File: config.mk
export PLATFORM = sky130hd
export DESIGN_NAME = data_mem_responder
export DESIGN_NICKNAME = d
export VERILOG_FILES = /design/src/rtl/data_mem_responder_pkg.sv /design/src/rtl/data_mem_responder_write_buffer.sv /design/src/rtl/data_mem_responder.sv
export SDC_FILE = /design/constraint.sdc
export NUM_CORES = 1
export LEC_CHECK = 0
export ABC_CLOCK_PERIOD_IN_PS = 3000
export CORE_AREA = 4 4 224 226
export CTS_BUF_LIST = sky130_fd_sc_hd__clkbuf_4 sky130_fd_sc_hd__clkbuf_8 sky130_fd_sc_hd__clkbuf_16
export CTS_CLUSTER_SIZE = 40
export DETAILED_ROUTE_END_ITERATION = 10
export DIE_AREA = 0 0 228 230
export SETUP_SLACK_MARGIN = 0.4
export SYNTH_ARGS = -nofsm -noshare
export SYNTH_HDL_FRONTEND = slang
export SYNTH_SLANG_ARGS = --single-unit
File: constraint.sdc
create_clock -name cpu_clk -period 3 [get_ports cpu_clk]
set_input_delay 0.45 -clock cpu_clk [delete_from_list [all_inputs] [get_ports cpu_clk]]
set_output_delay 0.45 -clock cpu_clk [all_outputs]
set_load 0.02 [all_outputs]
File: src/rtl/data_mem_responder_pkg.sv
// Shared types for the MEM-stage data-memory responder: FSM encoding and bus
// request direction codes.
package data_mem_responder_pkg;

    typedef enum logic [2:0] {
        IDLE    = 3'd0,
        WR_REQ  = 3'd1,
        RD_REQ  = 3'd2,
        RD_WAIT = 3'd3,
        RD_DONE = 3'd4
    } dmr_state_e;

    localparam logic MEM_REQ_READ  = 1'b0;
    localparam logic MEM_REQ_WRITE = 1'b1;

endpackage

File: src/rtl/data_mem_responder_write_buffer.sv
// Posted-store FIFO of {word address, data}. Besides the head it exposes the
// entry that becomes the head after a pop, so the bus request can advance
// back-to-back from a registered output.
module data_mem_write_buffer #(
    parameter int ADDR_WIDTH = 30,
    parameter int DATA_WIDTH = 32,
    parameter int DEPTH      = 4,
    localparam int PTR_W     = $clog2(DEPTH),
    localparam int CNT_W     = PTR_W + 1
) (
    input  logic                  clk,
    input  logic                  rst_n,
    input  logic                  push,
    input  logic [ADDR_WIDTH-1:0] push_addr,
    input  logic [DATA_WIDTH-1:0] push_data,
    input  logic                  pop,
    output logic [ADDR_WIDTH-1:0] head_addr,
    output logic [DATA_WIDTH-1:0] head_data,
    output logic [ADDR_WIDTH-1:0] next_addr,
    output logic [DATA_WIDTH-1:0] next_data,
    output logic                  full,
    output logic                  empty,
    output logic [CNT_W-1:0]      count
);

    logic [ADDR_WIDTH-1:0] addr_mem [DEPTH];
    logic [DATA_WIDTH-1:0] data_mem [DEPTH];
    logic [PTR_W-1:0]      rd_ptr;
    logic [PTR_W-1:0]      wr_ptr;
    logic [PTR_W-1:0]      rd_ptr_inc;
    logic                  push_ok;
    logic                  pop_ok;

    assign full       = (count == CNT_W'(DEPTH));
    assign empty      = (count == '0);
    assign push_ok    = push & ~full;
    assign pop_ok     = pop & ~empty;
    assign rd_ptr_inc = rd_ptr + 1'b1;

    assign head_addr = addr_mem[rd_ptr];
    assign head_data = data_mem[rd_ptr];
    // With a single entry, the follower can only be a store arriving this cycle.
    assign next_addr = (count == CNT_W'(1)) ? push_addr : addr_mem[rd_ptr_inc];
    assign next_data = (count == CNT_W'(1)) ? push_data : data_mem[rd_ptr_inc];

    always_ff @(posedge clk or negedge rst_n) begin
        if (!rst_n) begin
            rd_ptr <= '0;
            wr_ptr <= '0;
            count  <= '0;
        end else begin
            if (push_ok) wr_ptr <= wr_ptr + 1'b1;
            if (pop_ok)  rd_ptr <= rd_ptr_inc;
            count <= count + CNT_W'(push_ok) - CNT_W'(pop_ok);
        end
    end

    always_ff @(posedge clk) begin
        if (push_ok) begin
            addr_mem[wr_ptr] <= push_addr;
            data_mem[wr_ptr] <= push_data;
        end
    end

endmodule

File: src/rtl/data_mem_responder.sv
// MEM-stage data-memory responder: posts stores into a write buffer, drains
// them in order, and serves loads only once the buffer is empty.
module data_mem_responder
    import data_mem_responder_pkg::*;
#(
    parameter int DATA_WIDTH      = 32,
    parameter int DATA_ADDR_WIDTH = 32,
    parameter int WB_DEPTH        = 4
) (
    input  logic                       cpu_clk,
    input  logic                       cpu_rst_n,
    input  logic [DATA_ADDR_WIDTH-1:0] cpu_data_mem_raddr,
    input  logic                       cpu_data_mem_read,
    input  logic [DATA_ADDR_WIDTH-1:0] cpu_data_mem_waddr,
    input  logic [DATA_WIDTH-1:0]      cpu_data_mem_wdata,
    input  logic                       cpu_data_mem_write,
    input  logic                       mem_stage_stall,
    output logic [DATA_WIDTH-1:0]      data_mem_rdata,
    output logic                       data_mem_hazard,
    output logic                       mem_req_valid,
    input  logic                       mem_req_ready,
    output logic                       mem_req_write,
    output logic [DATA_ADDR_WIDTH-1:0] mem_req_addr,
    output logic [DATA_WIDTH-1:0]      mem_req_wdata,
    input  logic                       mem_resp_valid,
    input  logic [DATA_WIDTH-1:0]      mem_resp_rdata
);

    // state   | meaning
    // IDLE    | no bus activity; pick drain or load
    // WR_REQ  | presenting buffered store at FIFO head
    // RD_REQ  | presenting load request
    // RD_WAIT | load accepted, waiting for response
    // RD_DONE | load data valid, hazard released

    localparam int WADDR_W = DATA_ADDR_WIDTH - 2;
    localparam int CNT_W   = $clog2(WB_DEPTH) + 1;

    dmr_state_e             state;
    logic [DATA_WIDTH-1:0]  rdata_q;
    logic                   load_req;
    logic                   wb_push;
    logic                   wb_pop;
    logic                   wb_full;
    logic                   wb_empty;
    logic [CNT_W-1:0]       wb_count;
    logic [CNT_W-1:0]       wb_count_next;
    logic [WADDR_W-1:0]     wb_head_addr;
    logic [WADDR_W-1:0]     wb_next_addr;
    logic [DATA_WIDTH-1:0]  wb_head_data;
    logic [DATA_WIDTH-1:0]  wb_next_data;
    logic                   unused_addr_lsbs;

    assign unused_addr_lsbs = ^{cpu_data_mem_raddr[1:0], cpu_data_mem_waddr[1:0]};

    assign load_req      = cpu_data_mem_read & ~cpu_data_mem_write;
    assign wb_push       = cpu_data_mem_write & ~wb_full & ~mem_stage_stall;
    assign wb_pop        = (state == WR_REQ) & mem_req_ready;
    assign wb_count_next = wb_count + CNT_W'(wb_push) - CNT_W'(wb_pop);

    assign data_mem_hazard = (load_req & (state != RD_DONE)) | (cpu_data_mem_write & wb_full);
    assign data_mem_rdata  = rdata_q;

    data_mem_write_buffer #(
        .ADDR_WIDTH (WADDR_W),
        .DATA_WIDTH (DATA_WIDTH),
        .DEPTH      (WB_DEPTH)
    ) u_write_buffer (
        .clk       (cpu_clk),
        .rst_n     (cpu_rst_n),
        .push      (wb_push),
        .push_addr (cpu_data_mem_waddr[DATA_ADDR_WIDTH-1:2]),
        .push_data (cpu_data_mem_wdata),
        .pop       (wb_pop),
        .head_addr (wb_head_addr),
        .head_data (wb_head_data),
        .next_addr (wb_next_addr),
        .next_data (wb_next_data),
        .full      (wb_full),
        .empty     (wb_empty),
        .count     (wb_count)
    );

    always_ff @(posedge cpu_clk or negedge cpu_rst_n) begin
        if (!cpu_rst_n) begin
            state         <= IDLE;
            rdata_q       <= '0;
            mem_req_valid <= 1'b0;
            mem_req_write <= MEM_REQ_READ;
            mem_req_addr  <= '0;
            mem_req_wdata <= '0;
        end else begin
            case (state)
                IDLE: begin
                    if (load_req && wb_empty) begin
                        state         <= RD_REQ;
                        mem_req_valid <= 1'b1;
                        mem_req_write <= MEM_REQ_READ;
                        mem_req_addr  <= {cpu_data_mem_raddr[DATA_ADDR_WIDTH-1:2], 2'b00};
                    end else if (!wb_empty) begin
                        state         <= WR_REQ;
                        mem_req_valid <= 1'b1;
                        mem_req_write <= MEM_REQ_WRITE;
                        mem_req_addr  <= {wb_head_addr, 2'b00};
                        mem_req_wdata <= wb_head_data;
                    end
                end
                WR_REQ: begin
                    if (mem_req_ready) begin
                        if (wb_count_next != '0) begin
                            mem_req_addr  <= {wb_next_addr, 2'b00};
                            mem_req_wdata <= wb_next_data;
                        end else begin
                            state         <= IDLE;
                            mem_req_valid <= 1'b0;
                        end
                    end
                end
                RD_REQ: begin
                    if (mem_req_ready) begin
                        state         <= RD_WAIT;
                        mem_req_valid <= 1'b0;
                    end
                end
                RD_WAIT: begin
                    if (mem_resp_valid) begin
                        rdata_q <= mem_resp_rdata;
                        state   <= RD_DONE;
                    end
                end
                RD_DONE: begin
                    if (!mem_stage_stall) state <= IDLE;
                end
                default: begin
                    state         <= IDLE;
                    mem_req_valid <= 1'b0;
                end
            endcase
        end
    end

endmodule

==> results_dict.tcl, run 1 <==
set metrics [dict create \
    via_count 9971 \
    cap_violations 0 \
    ys_ff_latch 354 \
    num_rows 81 \
    ys_async_sr_fraction 0.2994 \
    dp_slack_ps -419.6 \
    rr_endpoint "mem_req_addr[15]" \
    core_area_sq_um 48340 \
    viasPerCell 5.287 \
    finalCritPeriodShare 1.022 \
    die_w_um 228 \
    path_common_cell "inv_1" \
    die_y_um 230 \
    wl_per_cell_um 22.16 \
    pin_count 234 \
    crit_cells 14 \
    start_util 0.3453 \
    nNetsFinal 1375 \
    rsz0062_at_grt "true" \
    peakVddDrop_v 0.0004835 \
    total_leakage_power_nw 7.990 \
    grt_max_degree 125 \
    r2r_cells 14 \
    syn_to_final_growth_pct 28.90 \
    skew_ps 9.433 \
    yosys.area.top_type "edfxtp_1" \
    path_cells "inv_4 > and3_4 > nor3b_4 > inv_1 > ha_1 > inv_1 > ha_2 > fa_2 > xor3_2 > a21oi_4 > o21a_4 > buf_12 > clkbuf_16 > mux2_4" \
    clock_latency_ps 540 \
    yosysMostFrequentCell "edfxtp_1" \
    power.density_nw_per_um2 1068 \
    max_freq_mhz 326.2 \
    ys_types 45 \
    cts-htree-levels 2 \
    wl_um 41790 \
    drive_above_1_share 0.2897 \
    drt_iter0_markers 737 \
    crit_buf_inv 5 \
    synth_top_area_share 0.4462 \
    cp-end-kind "flop" \
    cts_tree "built" \
    cts_buffer_depth 3 \
    violations "negative setup slack" \
    crit_slowest_cell "dfrtp_1" \
    synth.area.top_cells "edfxtp_1 (45%), mux4_2 (17%), dfrtp_1 (16%), mux2_4 (5.4%), a31oi_1 (2.4%)" \
    grt.total_usage 0.1551 \
    port_buffers 227 \
    rr_startpoint "u_write_buffer.count[1]" \
    tns_ps -1820 \
    ant_nets 0 \
    drt_pass1_iterations 5 \
    drc 0 \
    power_mw 22.98 \
    worst_slew_pin_slew_ps 742.7 \
    grt_pass1_vias 10676 \
    antenna_found_initial 4 \
    fin_ws_ps -65.20 \
    fin_area_sq_um 21510 \
    crit_type "reg -> reg" \
    place_area_sq_um 19930 \
    synthesis.instances 980 \
    critPathMaxFanout 4 \
    relSlewSlack 0.5049 \
    worstPathRequired_ps 3420 \
    hold_path_depth 1 \
    slew_viol_final 0 \
    finalSetupViolCount 51 \
    arrival_ps 3480 \
    dpl.hpwl_um 26410 \
    synth_enable_flop_cells 248 \
    cp_top_family "adder cells" \
    ys.flop_type "edfxtp_1" \
    fin_crit_ps 3065 \
    worstHoldPathType "reg -> reg" \
    grt_pass1_wl_um 64020 \
    cts_buffers 40 \
    grt-ovfl-total 0 \
    start_kind "flop" \
    syn-mean-instance-area_sq_um 17.03 \
    die-area_sq_um 52440 \
    synth_seq_area_share 0.6051 \
    clkTransAtPathRegs_ps 60 \
    ys_top_cells_by_count "edfxtp_1 (248), mux4_2 (124), dfrtp_1 (106), nand2_1 (70), a31oi_1 (63)" \
    startpoint "u_write_buffer.count[1]" \
    endpoint "mem_req_addr[15]" \
    reg2reg_slack_ps -70 \
    yosysWarnings 0 \
    ctsRootBufferMaster "clkbuf_16" \
    status "finished, violations left" \
    cpPeakStageDelay_ps 380 \
    cts_sinks 354 \
    gp_congestion 0.7283 \
    hold_violations 0 \
    syn_area_sq_um 16690 \
]
==> sequential cells by signal, indices dropped and copies added (netlist names), 2 cells and up <==
| name | cells |
|---|---|
| data_mem_rdata | 32 |
| mem_req_addr | 30 |
| mem_req_wdata | 32 |
| state | 3 |
| u_write_buffer.addr_mem | 120 |
| u_write_buffer.count | 3 |
| u_write_buffer.data_mem | 128 |
| u_write_buffer.rd_ptr | 2 |
| u_write_buffer.wr_ptr | 2 |
==> layout by cell type, fill, tap and decap left out, drive strengths merged, types with 5 or more instances in the layout <==
cell / instances
clkdlybuf4s50: 225
inv: 11
edfxtp: 248
mux4: 124
mux2: 95
clkbuf: 58
dfrtp: 106
clkinv: 12
buf: 57
o21ai: 35
nand2: 70
ha: 8
mux2i: 30
nor2: 37
a31oi: 63
a21oi: 5
a22oi: 30
==> routing by layer <==
layer | share of wire | global-route usage
met5 | 0 | 0
met4 | 0.019 | 0.04420
met3 | 0.062 | 0.03456
met1 | 0.42 | 0.1984
met2 | 0.50 | 0.2670
==> worst min path at each step <==
stage / to / slack [ps] / start
floorplan: data_mem_rdata[0] / 150 / cpu_rst_n
global placement: data_mem_rdata[5] / 490 / data_mem_rdata[5]
detailed placement: data_mem_rdata[11] / 490 / data_mem_rdata[11]
CTS: data_mem_rdata[26] / 480 / mem_resp_rdata[26]
global route: data_mem_rdata[22] / 510 / mem_resp_rdata[22]
finish: data_mem_rdata[11] / 500 / data_mem_rdata[11]
==> power breakdown <==
part / switching, mW / internal (mW) / total, mW / leakage [nW]
Sequential: 0.703 / 6.38 / 7.08 / 3.54
Combinational: 4.86 / 6.07 / 10.9 / 3.77
Clock: 1.89 / 3.08 / 4.97 / 0.679
Total: 7.45 / 15.5 / 23.0 / 7.99
==> area by class of cell <==
class / instances / area [sq um]
well taps: 622 / 778.2
inverters: 11 / 43.79
multi-input cells: 537 / 6131
fillers: 4165 / 26830
repair buffers: 286 / 3090
clock buffers: 56 / 1182
flip-flops and latches: 354 / 10110
clock inverters: 16 / 171.4
diodes: 4 / 10.01
==> cell families after synthesis <==
family / after synthesis / synth area share
adders and majority gates: 10 / 0.008396
buffers and inverters: 90 / 0.03216
other: 1 / 0.0002247
xor gates and xnor gates: 6 / 0.004123
muxes: 249 / 0.2629
DFF: 354 / 0.6051
and+or+nand+nor: 129 / 0.03291
AOI/OAI and AO/OA: 141 / 0.05420
==> worst register-to-register path, cell delays in order (launching register included) <==
cell,delay (ps)
dfrtp_1,380
inv_4,40
and3_4,180
nor3b_4,200
inv_1,60
ha_1,270
inv_1,40
ha_2,170
fa_2,350
xor3_2,270
a21oi_4,170
o21a_4,230
buf_12,140
clkbuf_16,150
mux2_4,290
==> through the flow <==
step,hold slack [ps],std cells,util
3_3_place_gp,487.2,1800,0.4123
5_1_grt,505.4,1883,0.4449
2_1_floorplan,154.4,981,-
6_report,502.3,1886,0.4450
4_1_cts,484.9,1878,0.4431
3_5_place_dp,491.5,1800,0.4123
==> repair_timing <==
item,in CTS,in global routing
hold buffers,1,0
endpoints found under the hold margin,38,0
resized for setup,12,2
endpoints found under the setup margin,64,65
gates cloned,1,2
buffers inserted,4,2
(Power assumes the default switching activity.)
==> run 2, diff against run 1 <==
Settings changed: CORE_AREA 4 4 224 226 to 4 4 198 200, DIE_AREA 0 0 228 230 to 0 0 202 204, PLACE_DENSITY from default to 0.7.
==> results_dict.tcl, run 2 (synthesis results as in run 1) <==
set metrics [dict create \
    wl_per_cell_um 22.45 \
    port_buffers 227 \
    grt-ovfl-total 0 \
    skew_ps 14.54 \
    drive_above_1_share 0.2953 \
    grt_max_degree 125 \
    fin_crit_ps 3023 \
    cts-htree-levels 2 \
    crit_type "reg -> reg" \
    pin_count 234 \
    final_common_cell "edfxtp_1" \
    drt_pass1_iterations 5 \
    hold_violations 0 \
    cts_tree "built" \
    dpl.hpwl_um 25720 \
    power_mw 22.57 \
    die_w_um 202 \
    power.density_nw_per_um2 1061 \
    via_count 10041 \
    antenna_found_initial 1 \
    start_util 0.4463 \
    diodes 0 \
    largest_reg_flops 128 \
    place_area_sq_um 19850 \
    drc 0 \
    worst_slew_pin_slew_ps 848.0 \
    nNetsFinal 1378 \
    die-area_sq_um 41210 \
    relSlewSlack 0.4347 \
    cap_violations 0 \
    clock_latency_ps 540 \
    core_area_sq_um 37400 \
    die_y_um 204 \
    drt_iter0_markers 706 \
    cts_buffers 39 \
    arrival_ps 3430 \
    viasPerCell 5.660 \
    gp_congestion 0.7241 \
    grt.total_usage 0.1903 \
    finalSetupViolCount 18 \
    peakVddDrop_v 0.0006617 \
    dp_slack_ps -333.0 \
    fin_ws_ps -23.44 \
    start_kind "flop" \
    reg.largest.list "u_write_buffer.data_mem: 128 flops, u_write_buffer.addr_mem: 120 flops" \
    finalCritPeriodShare 1.008 \
    rr_endpoint "mem_req_addr[16]" \
    status "finished, violations left" \
    syn_to_final_growth_pct 27.50 \
    grt_pass1_wl_um 61300 \
    hold_buffers 0 \
    worstHoldPathType "in -> async" \
    cts_buffer_depth 3 \
    ctsRootBufferMaster "clkbuf_16" \
    num_rows 71 \
    ant_nets 0 \
    slew_viol_final 0 \
    r2r_cells 13 \
    total_leakage_power_nw 7.962 \
    reg2reg_slack_ps -20 \
    critPathMaxFanout 9 \
    grt_pass1_vias 10482 \
    cp-end-kind "flop" \
    regMostFlops "u_write_buffer.data_mem" \
    hold-worst-slack_ps 19.35 \
    wl_um 39830 \
    fin_area_sq_um 21280 \
    worstPathRequired_ps 3410 \
    violations "negative setup slack" \
    rsz0062_at_grt "true" \
    rr_startpoint "u_write_buffer.count[1]" \
    clkTransAtPathRegs_ps 60 \
    cts_sinks 354 \
    max_freq_mhz 330.7 \
    layout_common_cells "edfxtp_1 (248), clkdlybuf4s50_1 (225), mux4_2 (124)" \
]
==> run 2: changes by cell type in the layout (fill, tap and decap cells not counted), moves of 2 or more <==
cell	change
buf_4	+12
clkinv_1	-4
buf_8	-3
buf_12	-3
clkbuf_8	-2
clkbuf_4	+5
diode_2	-4
==> run 2: routing by layer <==
layer	global-route usage	part of all wire	routed length [um]	vias up
met5	0	0.00050	20	-
met4	0.06006	0.022	875	2
met3	0.03554	0.059	2334	61
met2	0.3164	0.49	19660	351
met1	0.2573	0.43	16940	5207
li1	-	-	-	4420
==> run 2: how the worst max path moves through the flow <==
stage | startpoint | end | cells past startpoint
2_1_floorplan | u_write_buffer.count[1] | mem_req_wdata[0] | 14
3_3_place_gp | cpu_data_mem_write | mem_req_wdata[28] | 12
3_5_place_dp | cpu_data_mem_write | mem_req_wdata[30] | 12
4_1_cts | u_write_buffer.count[1] | mem_req_wdata[28] | 13
5_1_grt | u_write_buffer.count[1] | mem_req_addr[17] | 13
6_report | u_write_buffer.count[1] | mem_req_addr[16] | 13
==> run 2: area by class of cell <==
cell class / instances / area [sq um]
Fill cell: 2834 / 16120
Sequential cell: 354 / 10110
Multi-Input combinational cell: 537 / 6131
Timing Repair Buffer: 290 / 3037
Clock buffer: 59 / 1192
Tap cell: 511 / 639.4
Clock inverter: 12 / 131.4
Inverter: 11 / 43.79
==> run 2: critical path: stages (launching register included) <==
cell and delay [ps]:
dfrtp_1 390, inv_4 40, and3_4 180, nor3b_4 200
inv_1 60, ha_1 270, inv_1 40, ha_2 170
fa_2 350, xor3_2 270, a21oi_4 170, o21a_4 260
buf_12 180, mux2_4 300
==> run 2: report_power, final <==
part | switching (mW) | leakage, nW | internal, mW
logic | 4.69 | 3.75 | 5.90
registers | 0.753 | 3.54 | 6.38
clock network | 1.85 | 0.672 | 3.00
total | 7.29 | 7.96 | 15.3
==> run 2: repair_timing <==
item / CTS / global route
pin swaps: 1 / 1
buffers inserted: 2 / 3
setup endpoints to repair: 65 / 64
gates resized for setup: 4 / 3
gates cloned: 1 / 1
==> run 2: through the flow <==
step | cells | utilization | TNS, ps
after floorplan | 981 | - | -3470
after global placement | 1696 | 0.5307 | -17860
after detailed placement | 1696 | 0.5307 | -18600
after CTS | 1770 | 0.5675 | -28.27
after global routing | 1774 | 0.5690 | -7813
final | 1774 | 0.5690 | -257.3
==> run 3, diff against run 2 <==
Settings changed: ABC_CLOCK_PERIOD_IN_PS 3000 to default, PLACE_DENSITY 0.7 to 0.67.
Clock period 3 ns to 3.5 ns, I/O delays scaled along.
==> results_dict.tcl, run 3 (synthesis results as in run 1) <==
set metrics [dict create \
    status "finished, final reports clean" \
    finalSetupViolCount 0 \
    wl_per_cell_um 22.59 \
    crit_buf_inv 4 \
    crit_type "reg -> reg" \
    relSlewSlack 0.4028 \
    port_buffers 227 \
    gp_congestion 0.7660 \
    hold_violations 0 \
    core_area_sq_um 37400 \
    regMostFlops "u_write_buffer.data_mem" \
    cts_buffers 39 \
    layout_common_cells "edfxtp_1 (248), clkdlybuf4s50_1 (226), mux4_2 (124)" \
    max_freq_mhz 329.4 \
    nNetsFinal 1361 \
    reg.largest.list "u_write_buffer.data_mem: 128 flops, u_write_buffer.addr_mem: 120 flops" \
    power.density_nw_per_um2 902.6 \
    cts-htree-levels 2 \
    peakVddDrop_v 0.0005946 \
    die-area_sq_um 41210 \
    cts_tree "built" \
    clkTransAtPathRegs_ps 60 \
    fin_crit_ps 3036 \
    viasPerCell 5.670 \
    nFillCells 2952 \
    rsz0062_at_grt "true" \
    pin_count 234 \
    hold-worst-slack_ps 134.4 \
    skew_ps 14.05 \
    drive_above_1_share 0.2835 \
    cp_top_family "adder cells" \
    critPathMaxFanout 7 \
    grt_use_met3 0.03634 \
    start_kind "flop" \
    drt_pass1_iterations 5 \
    tns_ps 0 \
    largest_reg_flops 128 \
    worstPathRequired_ps 3900 \
    grt_pass1_wl_um 62470 \
    clock_latency_ps 520 \
    worstHoldPathType "in -> async" \
    busiest_layer "met2" \
    grt.total_usage 0.1914 \
    ant_nets 0 \
    cp-end-kind "flop" \
    dpl.hpwl_um 24580 \
    power_mw 18.90 \
    total_leakage_power_nw 7.784 \
    fin_area_sq_um 20940 \
    finalCritPeriodShare 0.8675 \
    ctsRootBufferMaster "clkbuf_16" \
    grtUsageMet1 0.2637 \
    crit_slowest_cell "dfrtp_1" \
    place_area_sq_um 19600 \
    drc 0 \
    cts_buffer_depth 3 \
    hold_buffers 0 \
    cpPeakStageDelay_ps 360 \
    die_y_um 204 \
    antenna_found_initial 4 \
    grt_max_degree 125 \
    die_w_um 202 \
    final_common_cell "edfxtp_1" \
    start_util 0.4463 \
    cts_sinks 354 \
    path_cells "inv_2 > and3_4 > nor3b_4 > inv_1 > ha_1 > inv_1 > ha_2 > fa_2 > xor3_2 > a21oi_4 > o21a_4 > bufbuf_16 > mux2_4" \
    syn_to_final_growth_pct 25.43 \
    cap_violations 0 \
    drt_iter0_markers 614 \
    path_common_cell "inv_1" \
    num_rows 71 \
    grt_pass1_vias 10578 \
    via_count 9968 \
    grtUsageMet2 0.3188 \
    arrival_ps 3430 \
    finalCoreUtilization 0.5598 \
    slew_viol_final 0 \
    grt-ovfl-total 0 \
    wl_um 39710 \
    worst_slew_pin_slew_ps 895.9 \
]
-- run 3: power breakdown --
group	leakage (nW)	total, mW	internal (mW)	switching [mW]
combinational	3.62	8.98	4.93	4.05
clock	0.623	3.88	2.30	1.58
sequential	3.54	6.04	5.47	0.574
-- run 3: worst paths after layout --
kind / depth (start not counted) / to / slack, ps / from
hold reg to reg: 1 / data_mem_rdata[12] / 500 / data_mem_rdata[12]
hold / removal: 1 / mem_req_addr[14] / 130 / cpu_rst_n
min in group cpu_clk: 1 / data_mem_rdata[12] / 500 / data_mem_rdata[12]
setup reg to reg: 13 / mem_req_addr[19] / 460 / u_write_buffer.count[1]
setup / recovery: 13 / mem_req_addr[19] / 460 / u_write_buffer.count[1]
max in group asynchronous: 2 / data_mem_rdata[16] / 2460 / cpu_rst_n
-- run 3: worst reg2reg max path, stage by stage (launching register included) --
cell and delay (ps):
dfrtp_1 360, inv_2 50, and3_4 190, nor3b_4 200
inv_1 60, ha_1 270, inv_1 40, ha_2 170
fa_2 350, xor3_2 270, a21oi_4 170, o21a_4 190
bufbuf_16 300, mux2_4 300
-- run 3: cell type report --
| type | instances | area, sq um | area share |
|---|---|---|---|
| multi-input cells | 537 | 6121 | 0.2924 |
| inverters | 11 | 41.29 | 0.001972 |
| clock buffers | 56 | 1157 | 0.05528 |
| diodes | 2 | 5.005 | 0.0002390 |
| repair buffers | 273 | 2801 | 0.1338 |
| clock inverters | 14 | 62.56 | 0.002988 |
| flip-flops and latches | 354 | 10110 | 0.4828 |
| well taps | 511 | 639.4 | 0.03054 |
-- run 3: timing repair --
item,in CTS,in global routing
pin swaps,1,0
resized for setup,3,3
gates cloned,1,0
setup endpoints to repair,59,28
setup buffers,4,2
-- run 3: through the flow --
step / setup WS (ps) / std cells
after floorplan: 423.3 / 981
after global routing: 373.4 / 1758
after global placement: 37.79 / 1679
final: 463.8 / 1758
after detailed placement: 10.39 / 1679
after CTS: 416.1 / 1754
-- run 3: metal layers --
metal,share of wire,vias to the layer above
li1,-,4397
met1,0.43,5178
met2,0.49,326
met3,0.057,63
met4,0.020,4
met5,0.00076,-
